==> src/rtl/rst_seq_pkg.sv <==
// Shared types and default timing for the staged reset sequencer.
// Pure declarations; no logic, no latency, no backpressure.
package rst_seq_pkg;

   localparam int DEF_NUM_STAGES  = 3;
   localparam int DEF_HOLD_CYCLES = 8;
   localparam int DEF_STAGE_DELAY = 16;

   typedef enum logic [1:0] {
      HOLD = 2'd0,
      SEQ  = 2'd1,
      RUN  = 2'd2
   } state_e;

endpackage

==> src/rtl/rst_sync2.sv <==
// Two-flop reset synchronizer: asserts asynchronously, releases on the 2nd clk edge after rst falls.
// Latency 2 clk on release, 0 on assertion; no backpressure.
module rst_sync2 (
   input  logic clk,
   input  logic rst,
   output logic rst_s
);

   logic meta;

   always_ff @(posedge clk or posedge rst) begin
      if (rst) begin
         meta  <= 1'b1;
         rst_s <= 1'b1;
      end else begin
         meta  <= 1'b0;
         rst_s <= meta;
      end
   end

endmodule

==> src/rtl/rst_sequencer.sv <==
// Ordered multi-domain reset release: hold all stages, then free them one by one, bit 0 first.
// First release HOLD_CYCLES after sync release or soft request, then every STAGE_DELAY; no backpressure.
module rst_sequencer
   import rst_seq_pkg::*;
#(
   parameter int NUM_STAGES  = DEF_NUM_STAGES,
   parameter int HOLD_CYCLES = DEF_HOLD_CYCLES,
   parameter int STAGE_DELAY = DEF_STAGE_DELAY
) (
   input  logic                  clk,
   input  logic                  rst,
   input  logic                  sw_rst_req,
   output logic [NUM_STAGES-1:0] rst_out,
   output logic                  ready,
   output logic                  busy
);

   localparam int CNT_MAX = (HOLD_CYCLES > STAGE_DELAY) ? HOLD_CYCLES : STAGE_DELAY;
   localparam int CNT_W   = $clog2(CNT_MAX + 1);
   localparam int IDX_W   = $clog2(NUM_STAGES + 1);

   localparam logic [CNT_W-1:0] HOLD_LAST = CNT_W'(HOLD_CYCLES - 1);
   localparam logic [CNT_W-1:0] SEQ_LAST  = CNT_W'(STAGE_DELAY - 1);
   localparam logic [IDX_W-1:0] IDX_LAST  = IDX_W'(NUM_STAGES - 1);

   logic                  rst_s;
   state_e                state_q, state_d;
   logic [CNT_W-1:0]      cnt_q, cnt_d;
   logic [IDX_W-1:0]      idx_q, idx_d;
   logic [NUM_STAGES-1:0] rst_out_q, rst_out_d;
   logic                  ready_q, ready_d;
   logic                  busy_q, busy_d;

   rst_sync2 u_rst_sync2 (
      .clk   (clk),
      .rst   (rst),
      .rst_s (rst_s)
   );

   always_ff @(posedge clk or posedge rst) begin
      if (rst) begin
         state_q   <= HOLD;
         cnt_q     <= '0;
         idx_q     <= '0;
         rst_out_q <= '1;
         ready_q   <= 1'b0;
         busy_q    <= 1'b1;
      end else begin
         state_q   <= state_d;
         cnt_q     <= cnt_d;
         idx_q     <= idx_d;
         rst_out_q <= rst_out_d;
         ready_q   <= ready_d;
         busy_q    <= busy_d;
      end
   end

   // Releasing by shifting in zeros from bit 0 makes out-of-order release impossible.
   always_comb begin
      state_d   = state_q;
      cnt_d     = cnt_q;
      idx_d     = idx_q;
      rst_out_d = rst_out_q;
      ready_d   = ready_q;
      busy_d    = busy_q;

      if (rst_s || sw_rst_req) begin
         state_d   = HOLD;
         cnt_d     = '0;
         idx_d     = '0;
         rst_out_d = '1;
         ready_d   = 1'b0;
         busy_d    = 1'b1;
      end else begin
         case (state_q)
            HOLD: begin
               if (cnt_q == HOLD_LAST) begin
                  rst_out_d = rst_out_q << 1;
                  cnt_d     = '0;
                  idx_d     = IDX_W'(1);
                  if (NUM_STAGES == 1) begin
                     state_d = RUN;
                     ready_d = 1'b1;
                     busy_d  = 1'b0;
                  end else begin
                     state_d = SEQ;
                  end
               end else begin
                  cnt_d = cnt_q + CNT_W'(1);
               end
            end
            SEQ: begin
               if (cnt_q == SEQ_LAST) begin
                  rst_out_d = rst_out_q << 1;
                  cnt_d     = '0;
                  idx_d     = idx_q + IDX_W'(1);
                  if (idx_q == IDX_LAST) begin
                     state_d = RUN;
                     ready_d = 1'b1;
                     busy_d  = 1'b0;
                  end
               end else begin
                  cnt_d = cnt_q + CNT_W'(1);
               end
            end
            RUN: begin
            end
            default: begin
               state_d   = HOLD;
               cnt_d     = '0;
               idx_d     = '0;
               rst_out_d = '1;
               ready_d   = 1'b0;
               busy_d    = 1'b1;
            end
         endcase
      end
   end

   assign rst_out = rst_out_q;
   assign ready   = ready_q;
   assign busy    = busy_q;

endmodule

==> config.mk <==
export PLATFORM = sky130hd
export DESIGN_NAME = rst_sequencer
export DESIGN_NICKNAME = d
export VERILOG_FILES = /design/src/rtl/rst_seq_pkg.sv /design/src/rtl/rst_sync2.sv /design/src/rtl/rst_sequencer.sv
export SDC_FILE = /design/constraint.sdc
export NUM_CORES = 1
export LEC_CHECK = 0
export CORE_MARGIN = 5
export CORE_UTILIZATION = 40
export DETAILED_ROUTE_END_ITERATION = 6
export PLACE_DENSITY = 0.58
export SYNTH_ARGS = -nofsm -noshare
export SYNTH_HDL_FRONTEND = slang
export SYNTH_HIERARCHICAL = 1
export SYNTH_SLANG_ARGS = --single-unit
export TNS_END_PERCENT = 5
==> constraint.sdc <==
create_clock -name clk -period 2 [get_ports clk]
set_clock_uncertainty 0.2 [all_clocks]
set_input_delay 0.2 -clock clk [delete_from_list [all_inputs] [get_ports clk]]
set_output_delay 0.2 -clock clk [all_outputs]
set_load 0.03 [all_outputs]
# Yosys cells after proc, flatten, opt, wreduce, memory -nomap -nowiden
# Index checks and enable logic that the tools add are counted.
op_classes:
  n_mux: 24
  n_reduce_logical: 6
  eq_ne: 10
  addsub: 2
ops:
  columns: ["op", "n"]
  rows:
  - ["$mux 5", 3]
  - ["$pmux 5 s3", 1]
  - ["$mux 2", 6]
  - ["$pmux 2 s3", 2]
  - ["$mux 3", 3]
  - ["$ne 3x3->1 const B", 3]
  - ["$pmux 3 s3", 1]
  - ["$mux 1", 6]
  - ["$reduce_and 3->1", 2]
  - ["$add 5x1->5 const B", 1]
  - ["$eq 5x3->1 const B", 1]
  - ["$eq 5x4->1 const B", 1]
  - ["$eq 2x2->1 const B", 2]
  - ["$pmux 1 s2", 2]
  - ["$reduce_and 4->1", 1]
  - ["$add 2x1->2 const B", 1]
  - ["$eq 2x1->1 const B", 1]
  - ["$logic_not 2->1", 1]
  - ["$ne 2x1->1 const B", 1]
  - ["$ne 2x2->1 const B", 1]
  - ["$reduce_or 2->1", 1]
  - ["$logic_or 1x1->1", 1]
totals:
  output_inout_bits: 5
  in_bits: 3
  wordCells: 50
  register_bits: 16

# Longest topological paths before layout
# Gate-level depths: netlist (run 1).
logic_depth:
  word_depth: 5
  mapped_depth: 7
  ltp_nobuf: 7

# By module
# Netlist (run 1), hierarchy kept.
modules_own_cells:
  columns: ["module", "instances", "cells_per_inst", "area_each_um2", "seq_area_each_um2"]
  rows:
  - ["rst_sequencer", 1, 82, 842.1, 355.3]
  - ["rst_sync2", 1, 4, 60.1, 52.6]

# Worst setup path after synthesis (run 1)
# No wires, ideal clock.
synth_path:
  kind: "register to register"
  start: "reg cnt_q[0]"
  end: "reg idx_q[1]"
  synth_period_minus_slack_ns: 1.888
  slack_ns: 0.112
  arrival_time_ns: 1.609
  n_path_buf: 0
  setup_ns: 0.079
  path_stages_with_launch: 8
  required_time_ns: 1.721
  cell_sequence: "dfrtp_1 ha_1 nand3_1 inv_1 ha_1 o21a_1 a21oi_2 mux2i_1"
synth_via:
  elab_chain_len: 3
  elab_cells_between_ends: 5
  classes_between: "eq/ne (4); reduce/logical (1)"
synth_lines:
  columns: ["item", "line", "text"]
  rows:
  - ["start: declaration", "rst_sequencer.sv:28", "logic [CNT_W-1:0] cnt_q, cnt_d;"]
  - ["start signal: assignment", "rst_sequencer.sv:50", "cnt_q <= cnt_d;"]
  - ["$eq 5x4->1 or $eq 5x3->1 (tied branches)", "rst_sequencer.sv:93, rst_sequencer.sv:77", null]
  - ["$ne 3x3->1 (no source line)", null, null]
  - ["$reduce_and 3->1 (no source line) (*)", null, null]
  - ["end signal: assignment", "rst_sequencer.sv:51", "idx_q <= idx_d;"]
  - ["end: declaration", "rst_sequencer.sv:29", "logic [IDX_W-1:0] idx_q, idx_d;"]
# Every way passes the cells marked *; elsewhere a longest branch is shown, timed or not.
# A chain may end at the register's enable or synchronous reset.

# Final worst setup path (run 1)
layout_path:
  start: "reg rst_out_q[1], in the netlist rst_out[1]"
  end: "out rst_out[1]"
layout_lines:
  columns: ["item", "line", "text"]
  rows:
  - ["start: declaration", "rst_sequencer.sv:30", "logic [NUM_STAGES-1:0] rst_out_q, rst_out_d;"]
  - ["start signal: assignment", "rst_sequencer.sv:52", "rst_out_q <= rst_out_d;"]
  - ["end: declaration", "rst_sequencer.sv:13", "output logic [NUM_STAGES-1:0] rst_out,"]
# No word-level cell between the ends.

==> results.ini, run 1 <==
[grt]
grt_antenna_before_repair = 0
grt_max_degree = 15
grt.overflow.total = 0
grt_usage_pct = 12.3
grt_pass1_vias = 667
grt_pass1_wl_mm = 3.15

[cts]
clockBufferDepth = 2
clk_latency_ns = 0.29
cts_buffers = 3
cts_tree = done
cts-root-buf = clkbuf_4
htree_levels = 1
cts_hold_buf = 0
clock_sink_count = 16
clkTransAtPathRegs_ns = 0.10

[worst_setup_path]
worstPathArrival_ns = 1.52
critPathCaptureType = output pin
startpoint_type = flip-flop
crit_required_ns = 1.60
path_buf_inv = 1
cp_cell_sequence = clkdlybuf4s50_1
cpPeakStageDelay_ns = 0.67
crit_slowest_cell = clkdlybuf4s50_1
cp_top_family = buffers and inverters
cp_max_fo = 4
path_class = reg2out

[routing]
wl_per_cell_um = 14.5
drt_wl_total_mm = 1.81
first_pass_iters = 6
drc = 0
routed_via_density = 5.46
ant_nets = 0
num_vias = 683
drt-initial-drc-count = 4

[floorplan]
boundaryPins = 8
dieArea_mm2 = 0.00331
start_util_pct = 41.2
placementRows = 17
core_area_mm2 = 0.00219
dieWidth_um = 57.5
die_h_um = 57.5

[finish]
num_antenna_cells = 0
seq_area_um2 = 408
final_util_pct = 48.0
syn_to_final_growth_pct = 16.5
final_layout_size_suffix_gt1_share_pct = 21.6
fillers = 200
multiInputGateArea_um2 = 443
layout.nets = 105

[sta]
tns_ns = 0
max_clock_freq_mhz = 522
fin_crit_sh_pct = 95.9
timing.final.hold_violations = 0
setup_ws_ns = 0.0826
max_slew_margin_pct = 62.9
setup_violations = 0
rsz0062_at_grt = no
min_period_ns = 1.92
report.final.slew_viol_count = 0
tightest_slew_ns = 0.548

[hold_path]
min_path_type = in2async

[synth]
ys_types = 40
synth.net_count = 93
synth_top_flop_cell = dfrtp_1
async_flop_share_pct = 100
synth_area_um2 = 902
yosysTopAreaCellShare_pct = 27.7
ys_warn_count = 6
synth.area.top_cells = dfrtp_1, dfstp_2, ha_1, a32o_1, nor2_1
synth_edf_count = 0
ys_seq_elements = 16
avgSynthCellArea_um2 = 10.5
synth.largest_area_cell = dfrtp_1
ys_seq_area_share_pct = 45.2
synth_cells = 86

[pwr]
vdd_drop_max_mv = 0.342
design_power_total_uw = 578
p_per_area_mw_per_mm2 = 550
p_leak_uw = 0.000454

[placement]
dp_hpwl_mm = 1.32
dp_slack_ns = 0.0854
gp_congestion = 0.785
io_buffers = 7

[job]
drv_cap = 0

[status]
status = completed

==> what timing repair did <==
item | in CTS | in global routing
gates resized for setup | 0 | 2
endpoints found under the setup margin | 0 | 3
setup buffers | 0 | 0
==> registers in the layout (all words and copies together) (netlist names) <==
name,cells
cnt_q,5
idx_q,2
ready,1
rst_out,3
u_rst_sync2/rst_s,1
state_q,2
busy,1
u_rst_sync2/meta,1
==> area by class of cell <==
class	count	share of cell area, %
well taps	28	3.33
repair buffers	11	9.76
inverters	7	2.50
flip-flops and latches	16	38.8
clock buffers	4	3.45
multi-input cells	59	42.1
==> final timing paths <==
check / slack [ns] / from / depth (start not counted) / endpoint
setup / recovery: 0.08 / rst_out[1] / 1 / rst_out[1]
hold / removal: 0.04 / rst / 2 / u_rst_sync2/rst_s
setup reg to reg: 0.10 / cnt_q[0] / 7 / idx_q[1]
hold reg to reg: 0.16 / u_rst_sync2/meta / 0 / u_rst_sync2/rst_s
max in group asynchronous: 1.17 / rst / 2 / rst_out[1]
min in group clk: 0.16 / u_rst_sync2/meta / 0 / u_rst_sync2/rst_s
==> through the flow <==
step	instances	hold slack [ns]	cell area (um^2)
detailed placement	121	0.150	1010
CTS	125	0.0335	1050
global route	125	0.0400	1050
finish	125	0.0386	1050
floorplan	86	-0.114	902
global placement	121	0.149	1010
==> placed cells by master (no fill, tap or decap), drive strengths merged, types with 3 or more instances in the layout <==
cell type,count
dfrtp,10
nor2,8
inv,7
dfstp,6
clkdlybuf4s50,6
nand2,5
buf,4
nand3,4
ha,4
clkbuf,4
o21ai,4
a32o,3
==> synth_stat cells, types with 2 or more instances <==
cell and instances:
o21ai_1 2, inv_1 7, dfrtp_1 10, nand3b_1 2, mux2i_1 2, o21ai_0 2
a22o_1 2, a221o_1 2, nand2_1 4, ha_1 4, nor3_1 2, a32o_1 3
dfstp_2 6, nor2_1 8, a31oi_1 2, a211oi_1 2, nand3_1 3
==> kinds of logic (layout without fill, tap and decap cells) <==
kind of cell	count (synthesis)	after routing	share of synthesized area [%]
simple gates	26	26	17.9
flops	16	16	45.2
mux	3	3	3.47
xor+xnor	1	1	0.971
compound gates	24	24	20.5
other cells	1	1	0.416
fa+ha+maj	4	4	5.55
buf+inv	11	22	5.96
==> per-layer routing <==
layer	global-route usage, %	routed length, um	vias up
met5	0	0	-
met4	4.97	24	0
met3	2.04	59	4
met2	19.5	921	18
met1	16.5	801	324
li1	-	-	337
==> power by group <==
group,internal (uW),switching (uW)
Combinational,6.89,14.3
Sequential,329,2.71
Clock,111,113
(Power assumes the default switching activity.)
==> run 2, diff against run 1 <==
--- a/config.mk
+++ b/config.mk
@@ -5,6 +5,7 @@
 export SDC_FILE = /design/constraint.sdc
 export NUM_CORES = 1
 export LEC_CHECK = 0
+export ABC_CLOCK_PERIOD_IN_PS = 2000
 export CORE_MARGIN = 5
 export CORE_UTILIZATION = 40
 export DETAILED_ROUTE_END_ITERATION = 6
==> results of run 2 <==
Final layout, timing and power as in run 1 (identical DEF).
==> run 3, diff against run 2 <==
--- a/config.mk
+++ b/config.mk
@@ -8,8 +8,11 @@
 export ABC_CLOCK_PERIOD_IN_PS = 2000
 export CORE_MARGIN = 5
 export CORE_UTILIZATION = 40
+export CTS_CLUSTER_DIAMETER = 100
 export DETAILED_ROUTE_END_ITERATION = 6
+export HOLD_SLACK_MARGIN = 0.08
 export PLACE_DENSITY = 0.58
+export SKIP_CTS_REPAIR_TIMING = 1
 export SYNTH_ARGS = -nofsm -noshare
 export SYNTH_HDL_FRONTEND = slang
 export SYNTH_HIERARCHICAL = 1
==> run 3 against run 2 <==
Compared with the run above: die area did not move; worst hold slack gained 0.12 ns; core utilization up 0.46 points; clock-buffer cell count stayed put; sequential share of layout area is 0.37 points lower; design area is 0.95% higher; final cell count grew 0.80%; sequential cell count did not move; global-route usage unchanged; non-clock buffer count is 1 higher; sequential power hardly changed; setup slack about the same; critical path type unchanged; largest power group unchanged.
==> results.ini, run 3 (synthesized netlist as in run 1, its figures left out) <==
[worst_setup_path]
cp_max_fo = 4
r2r.worst_path.cells = 7
reg2reg_from = cnt_q[0]
path_buf_inv = 1
reg2reg_slack_ns = 0.10
crit_slowest_cell = clkdlybuf4s50_1
r2r_end = idx_q[1]
cpPeakStageDelay_ns = 0.67
path_class = reg2out
worstPathArrival_ns = 1.52
crit_required_ns = 1.60
cp_cell_sequence = clkdlybuf4s50_1
cp_top_family = buffers and inverters
critPathCaptureType = output pin
startpoint_type = flip-flop

[routing]
ant_nets = 0
routed_via_density = 5.45
drt-initial-drc-count = 4
num_vias = 687
drt_wl_total_mm = 1.81
drc = 0
wl_per_cell_um = 14.4
first_pass_iters = 6

[placement]
dp_hpwl_mm = 1.32
io_buffers = 7
gp_congestion = 0.785
place_inst = 121
dp_slack_ns = 0.0854

[grt]
grt_max_degree = 15
use_met2_pct = 19.5
grt_pass1_wl_mm = 3.15
grt.overflow.total = 0
grt_pass1_vias = 667
met3_usage_pct = 2.04
grt_usage_pct = 12.3
grt_use_met1_pct = 16.5
busiest_layer = met2
grt_antenna_before_repair = 0

[finish]
seq_area_um2 = 408
final_layout_size_suffix_gt1_share_pct = 21.4
layout.nets = 106
top_register = cnt_q
syn_to_final_growth_pct = 17.6
multiInputGateArea_um2 = 443
layoutNonFillerInstCount = 126
largest_reg_flops = 5
final_cell_mix = dfrtp_1, nor2_1, inv_1, dfstp_2, clkdlybuf4s50_1
fillers = 199
final_util_pct = 48.4
num_antenna_cells = 0
layout_commonest_cell = dfrtp_1

[cts]
cts_buffers = 3
cts-root-buf = clkbuf_4
clock_sink_count = 16
clkTransAtPathRegs_ns = 0.10
clockBufferDepth = 2
clk_latency_ns = 0.29
cts_tree = done
htree_levels = 1

[sta]
setup_ws_ns = 0.0826
rsz0062_at_grt = no
max_slew_margin_pct = 62.9
max_clock_freq_mhz = 522
fin_crit_sh_pct = 95.9
setup_violations = 0
tns_ns = 0
min_period_ns = 1.92
tightest_slew_ns = 0.548
report.final.slew_viol_count = 0
timing.final.hold_violations = 0

[pwr]
p_per_area_mw_per_mm2 = 546
design_power_total_uw = 579
pwr-share-comb_pct = 3.9
vdd_drop_max_mv = 0.342
clkPwrFrac_pct = 38.7
p_leak_uw = 0.000458
switching_power_uw = 131
power.share.sequential_pct = 57.4
p_sw_share_pct = 22.6
p_int_uw = 449

[floorplan]
placementRows = 17
core_area_mm2 = 0.00219
boundaryPins = 8
dieArea_mm2 = 0.00331
start_util_pct = 41.2
dieWidth_um = 57.5
die_h_um = 57.5

[hold_path]
min_path_type = reg2reg
hold_path.startpoint = u_rst_sync2/meta
holdPathEnd = u_rst_sync2/rst_s
min_path_cells = 0

[job]
drv_cap = 0

[status]
status = completed

==> run 3: cell type report <==
class                      instances  area share [%]
multi-input combinational         59            41.7
sequential                        16            38.4
tap                               28            3.30
timing repair buffer              12            10.6
inverter                           7            2.48
clock buffer                       4            3.42
==> run 3: metrics by stage <==
stage / instance area [um^2] / hold slack, ns
6_report: 1060 / 0.162
5_1_grt: 1060 / 0.172
4_1_cts: 1050 / 0.0335
3_5_place_dp: 1010 / 0.150
3_3_place_gp: 1010 / 0.149
2_1_floorplan: 902 / -0.114
==> run 3: per-layer routing <==
| metal | vias up | wire length (um) | part of all wire [%] |
|---|---|---|---|
| met4 | 0 | 24 | 1.3 |
| met5 | - | 0 | 0 |
| met3 | 4 | 58 | 3.2 |
| li1 | 339 | - | - |
| met1 | 326 | 805 | 44 |
| met2 | 18 | 925 | 51 |
==> run 3: power by group through the flow <==
stage               sequential (uW)  clock, uW  combinational (uW)
floorplan                       337          0                12.8
global placement                338          0                22.2
detailed placement              338          0                22.2
CTS                             332        230                22.2
global route                    332        243                26.8
finish                          332        224                22.7
==> run 3: how the worst max path moves through the flow <==
stage / cells past startpoint / slack [ns] / start / end
after CTS: 1 / 0.02 / rst_out[0] / rst_out[0]
after floorplan: 7 / 0.11 / cnt_q[0] / idx_q[1]
after global routing: 1 / 0.03 / rst_out[1] / rst_out[1]
after detailed placement: 7 / 0.09 / cnt_q[0] / idx_q[1]
final: 1 / 0.08 / rst_out[1] / rst_out[1]
after global placement: 7 / 0.14 / cnt_q[0] / cnt_q[3]
